File: config.mk
export PLATFORM = sky130hd
export DESIGN_NAME = lpc_autocorr
export DESIGN_NICKNAME = d
export VERILOG_FILES = /design/src/rtl/lpc_autocorr.sv
export SDC_FILE = /design/constraint.sdc
export NUM_CORES = 1
export LEC_CHECK = 0
export CORE_MARGIN = 8
export CORE_UTILIZATION = 55
export DETAILED_ROUTE_END_ITERATION = 8
export PLACE_DENSITY = 0.73
export SYNTH_ARGS = -nofsm -noshare
export SYNTH_HDL_FRONTEND = slang
export SYNTH_SLANG_ARGS = --single-unit
export TNS_END_PERCENT = 50
File: constraint.sdc
create_clock -name clk -period 25 [get_ports clk]
set_input_delay 7.5 -clock clk [delete_from_list [all_inputs] [get_ports clk]]
set_output_delay 7.5 -clock clk [all_outputs]
set_load 0.005 [all_outputs]
File: src/rtl/lpc_autocorr.sv
// Frame autocorrelation R[0..ORDER] over an N-sample buffer.
// One multiply-accumulate per two cycles through a combinational read port.
module lpc_autocorr #(
    parameter int N     = 160,
    parameter int ORDER = 10
) (
    input  logic               clk,
    input  logic               reset,
    input  logic               start,
    output logic [7:0]         raddr,
    input  logic signed [15:0] rdata,
    output logic               busy,
    output logic               r_valid,
    output logic [3:0]         r_lag,
    output logic signed [39:0] r_value,
    output logic               done
);

    localparam logic [1:0] S_IDLE = 2'd0;
    localparam logic [1:0] S_RD_A = 2'd1;
    localparam logic [1:0] S_RD_B = 2'd2;

    localparam logic [7:0] N_LAST = 8'(N - 1);
    localparam logic [7:0] K_LAST = 8'(ORDER);

    logic [1:0]         state_q, state_d;
    logic [7:0]         k_q, k_d;
    logic [7:0]         n_q, n_d;
    logic signed [39:0] acc_q, acc_d;
    logic signed [15:0] xa_q, xa_d;
    logic               r_valid_q, r_valid_d;
    logic               done_q, done_d;
    logic [3:0]         r_lag_q, r_lag_d;
    logic signed [39:0] r_value_q, r_value_d;

    logic signed [31:0] prod;
    logic signed [39:0] sum;

    // Exact 16x16 product, sign-extended into the 40-bit accumulator
    assign prod = xa_q * rdata;
    assign sum  = acc_q + {{8{prod[31]}}, prod};

    always_comb begin
        state_d   = state_q;
        k_d       = k_q;
        n_d       = n_q;
        acc_d     = acc_q;
        xa_d      = xa_q;
        r_valid_d = 1'b0;
        done_d    = 1'b0;
        r_lag_d   = r_lag_q;
        r_value_d = r_value_q;
        raddr     = 8'd0;
        case (state_q)
            S_IDLE: begin
                if (start) begin
                    k_d     = 8'd0;
                    n_d     = 8'd0;
                    acc_d   = '0;
                    state_d = S_RD_A;
                end
            end
            S_RD_A: begin
                raddr   = n_q;
                xa_d    = rdata;
                state_d = S_RD_B;
            end
            S_RD_B: begin
                raddr = n_q - k_q;
                if (n_q != N_LAST) begin
                    acc_d   = sum;
                    n_d     = n_q + 8'd1;
                    state_d = S_RD_A;
                end else begin
                    r_value_d = sum;
                    r_lag_d   = k_q[3:0];
                    r_valid_d = 1'b1;
                    if (k_q != K_LAST) begin
                        // Next lag begins at n = k+1 so n-k never underflows
                        k_d     = k_q + 8'd1;
                        n_d     = k_q + 8'd1;
                        acc_d   = '0;
                        state_d = S_RD_A;
                    end else begin
                        done_d  = 1'b1;
                        state_d = S_IDLE;
                    end
                end
            end
            default: state_d = S_IDLE;
        endcase
    end

    always_ff @(posedge clk) begin
        if (!reset) begin
            state_q   <= S_IDLE;
            k_q       <= '0;
            n_q       <= '0;
            acc_q     <= '0;
            xa_q      <= '0;
            r_valid_q <= 1'b0;
            done_q    <= 1'b0;
            r_lag_q   <= '0;
            r_value_q <= '0;
        end else begin
            state_q   <= state_d;
            k_q       <= k_d;
            n_q       <= n_d;
            acc_q     <= acc_d;
            xa_q      <= xa_d;
            r_valid_q <= r_valid_d;
            done_q    <= done_d;
            r_lag_q   <= r_lag_d;
            r_value_q <= r_value_d;
        end
    end

    assign busy    = (state_q != S_IDLE);
    assign r_valid = r_valid_q;
    assign done    = done_q;
    assign r_lag   = r_lag_q;
    assign r_value = r_value_q;

endmodule

==> results by group <==
Clock tree
  • Post-CTS Setup Bufs: 0
  • CTS tree: yes
  • Clock root cell: clkbuf_16
  • CTS resizes: 0
  • Clk pin slew, worst setup/hold paths: 0.06 ns
  • Sink Count: 120
  • Num CTS Buffers: 17
  • CTS HTree Levels: 4
  • Worst-Skew Late Latency: 0.43 ns
  • CTS max path bufs: 2
  • Cts hold-fix bufs: 0

Synthesis
  • Synth Area in Adders: 0.4127
  • Seq/Total Area, Yosys: 0.1409
  • Ys flop type: dfxtp_1
  • Post-synth EDFFs: 0
  • Multiplexer share of the synthesized area: 0.01350
  • Synth Area in Compound Gates: 0.1225
  • Synth warnings: 0
  • Synthesis-stage register bit count: 120
  • Largest family of logic cells by synthesized area: adder cells
  • XOR/XNOR Fraction of Synth Area: 0.03838
  • Synth Net Count: 2383
  • Number of distinct library cells after synthesis: 64
  • Mapped Area: 17050 um^2
  • Post-Syn Instances: 1960
  • Asr flop ratio synth: 0
  • Average size of a mapped cell: 8.700 um^2
  • Simple-Gate Fraction of Synth Area: 0.1862

Global routing
  • Grt total ovfl: 0
  • Initial antenna violation count: 1
  • GRT Total Usage: 0.2264
  • Vias in the first global route: 13860
  • First-pass GRT wire length: 68080 um
  • Largest net degree at the start of global routing: 126

STA
  • Fmax achieved: 0.06238 GHz
  • Max Clock Skew: 0.01351 ns
  • Unrepaired setup endpoints after global routing: false
  • Hold Vio Cnt, Final: 0
  • Setup_tns: 0 ns
  • Tightest Pin Transition: 1.141 ns
  • Minimum clock period: 16.03 ns
  • Max transition margin: 0.2394
  • Endpoints failing setup: 0
  • Final worst slack: 8.968 ns
  • Period Utilization, post-route: 0.6413
  • Slew Viols, Final: 0

Floorplanning
  • Core area: 30590 um^2
  • # IOs: 74
  • Die footprint: 36890 um^2
  • Die width: 192.1 um
  • Die Span Y: 192.1 um
  • Rows: 64
  • Initial Utilization: 0.5574

Place
  • Placer Congestion: 0.8943
  • Place WS: 8.629 ns
  • # port buffers: 73
  • Post-DP HPWL: 31620 um

Setup path
  • CP Launch Type: input port
  • Req. time, crit path: 25.25 ns
  • Worst Setup Path Type: in -> reg
  • Critical Path Sink Type: flip-flop
  • CP arrival: 16.29 ns
  • Worst-path maximum fanout: 17

Worst hold path
  • Hold WC Path Type: reg -> reg

Route
  • DR pass1 iterations: 5
  • Drt drc: 0
  • Final wirelength: 39930 um
  • WL/cell: 16.70 um
  • Total number of vias: 13330
  • Vias per cell: 5.575
  • DRT iter0 DRCs: 749
  • Antenna viol nets, final: 0

Power and ir drop
  • LEAKAGE: 8.722 nW
  • Peak supply drop: 0.1255 mV
  • Power density cells: 93.86 nW/um^2

Run status
  • Outcome: finished clean

Cells and area
  • Area grow syn2layout: 9.261%
  • Commonest non-fill, non-tap cells in the layout: inv_1 (314), fa_1 (264), nand2_1 (226)
  • Commonest non-fill, non-tap cell in the layout: inv_1
  • Share of post-route cells with drive strength above 1: 0.02757
  • Nets: 2405
  • Antenna Cells: 0

Run
  • Max-cap viol count: 0
registers in the layout, indices dropped and copies added, names as in the netlist:
| signal | count |
|---|---|
| state_q | 2 |
| n_q | 8 |
| r_lag | 4 |
| xa_q | 16 |
| done | 1 |
| r_value | 40 |
| r_valid | 1 |
| acc_q | 40 |
| k_q | 8 |
report_power, final:
group          internal, W  total, W  switching [W]
Clock             0.000149  0.000253       0.000104
Combinational     0.000527   0.00128       0.000755
Sequential        0.000198  0.000213      0.0000149
synth_stat cells, types with 3 or more instances:
| cell type | n | area share |
|---|---|---|
| dfxtp_1 | 120 | 0.14 |
| nor2b_1 | 70 | 0.026 |
| clkbuf_1 | 72 | 0.016 |
| fa_1 | 264 | 0.31 |
| nand2_1 | 227 | 0.050 |
| and2_1 | 155 | 0.057 |
| o21ai_0 | 72 | 0.021 |
| a22oi_1 | 22 | 0.0097 |
| o21a_1 | 13 | 0.0057 |
| ha_1 | 140 | 0.10 |
| o211a_1 | 4 | 0.0023 |
| a2bb2oi_1 | 3 | 0.0015 |
| nor2_1 | 70 | 0.015 |
| o31ai_1 | 12 | 0.0053 |
| o22ai_1 | 5 | 0.0018 |
| nor3_1 | 14 | 0.0041 |
| a211oi_1 | 6 | 0.0026 |
| nor3b_1 | 6 | 0.0026 |
| a211o_1 | 3 | 0.0015 |
| o31a_1 | 3 | 0.0015 |
| or2_2 | 7 | 0.0026 |
| xnor2_1 | 53 | 0.027 |
| a21oi_1 | 69 | 0.020 |
| and3_1 | 7 | 0.0026 |
| inv_1 | 314 | 0.069 |
| nand3b_1 | 3 | 0.0013 |
| o211ai_1 | 6 | 0.0026 |
| a21o_1 | 30 | 0.013 |
| o21bai_1 | 5 | 0.0022 |
| nand3_1 | 36 | 0.011 |
| buf_1 | 3 | 0.00066 |
| mux2i_1 | 23 | 0.014 |
| or3_1 | 9 | 0.0033 |
| a31oi_1 | 14 | 0.0051 |
| xor2_1 | 19 | 0.0098 |
| nand2b_1 | 13 | 0.0048 |
| o2111ai_1 | 3 | 0.0015 |
| nand4_1 | 6 | 0.0022 |
| a21boi_0 | 29 | 0.013 |
stage by stage:
step / area, um^2 / cells / util / hold WS [ns] / total power (W)
3_5_place_dp: 18040 / 2359 / 0.5897 / 0.4580 / 0.001496
5_1_grt: 18630 / 2391 / 0.6090 / 0.4830 / 0.001925
4_1_cts: 18630 / 2391 / 0.6090 / 0.4671 / 0.001760
6_report: 18630 / 2391 / 0.6090 / 0.4630 / 0.001749
2_1_floorplan: 17050 / 1960 / - / 0.4387 / 0.001212
3_3_place_gp: 18040 / 2359 / 0.5897 / 0.4550 / 0.001470
worst paths after layout:
check,slack (ns),cells past startpoint,end,startpoint
max reg2reg,16.17,25,r_value[38],xa_q[15]
min reg2reg,0.46,2,acc_q[39],acc_q[39]
min,0.46,2,acc_q[39],acc_q[39]
max,8.97,26,r_value[38],rdata[1]
logic make-up (layout without fill, tap and decap cells):
group	Yosys count	in the layout
AO/OA/AOI/OAI	319	319
flip-flops	120	120
multiplexers	23	23
XOR/XNOR	73	73
buffers and inverters	390	425
AND/OR/NAND/NOR	631	631
adder cells (fa/ha/maj)	404	404
cell type report:
class,count,area [um^2]
fillers,2708,11960
repair buffers,78,763.2
clock inverters,15,166.4
well taps,396,495.5
flip-flops and latches,120,2402
clock buffers,17,425.4
inverters,315,1182
multi-input cells,1450,13200
metal layers:
layer	part of all wire	vias to the layer above	wire (um)	global-route usage
li1	-	6293	-	-
met1	0.42	6653	16800	0.2856
met2	0.51	313	20340	0.3979
met3	0.048	68	1910	0.03686
met4	0.022	2	861	0.05905
met5	0.00038	-	15	0
critical path, cell delays in order:
cell             delay, ns
clkdlybuf4s50_1       0.86
nand2_1               0.20
inv_1                 0.16
fa_1                  0.55
fa_1                  0.93
fa_1                  0.54
fa_1                  0.50
fa_1                  0.49
inv_1                 0.05
fa_1                  0.47
inv_1                 0.04
ha_1                  0.32
nand3_1               0.07
or3_1                 0.37
a21oi_2               0.15
nor4_2                0.08
o31ai_2               0.42
a221oi_2              0.13
xnor2_1               0.81
ha_1                  0.48
a21o_1                0.21
a21o_1                0.16
a21o_1                0.20
nor3_1                0.34
or3_1                 0.17
a31oi_1               0.08
(Power assumes the default switching activity.)
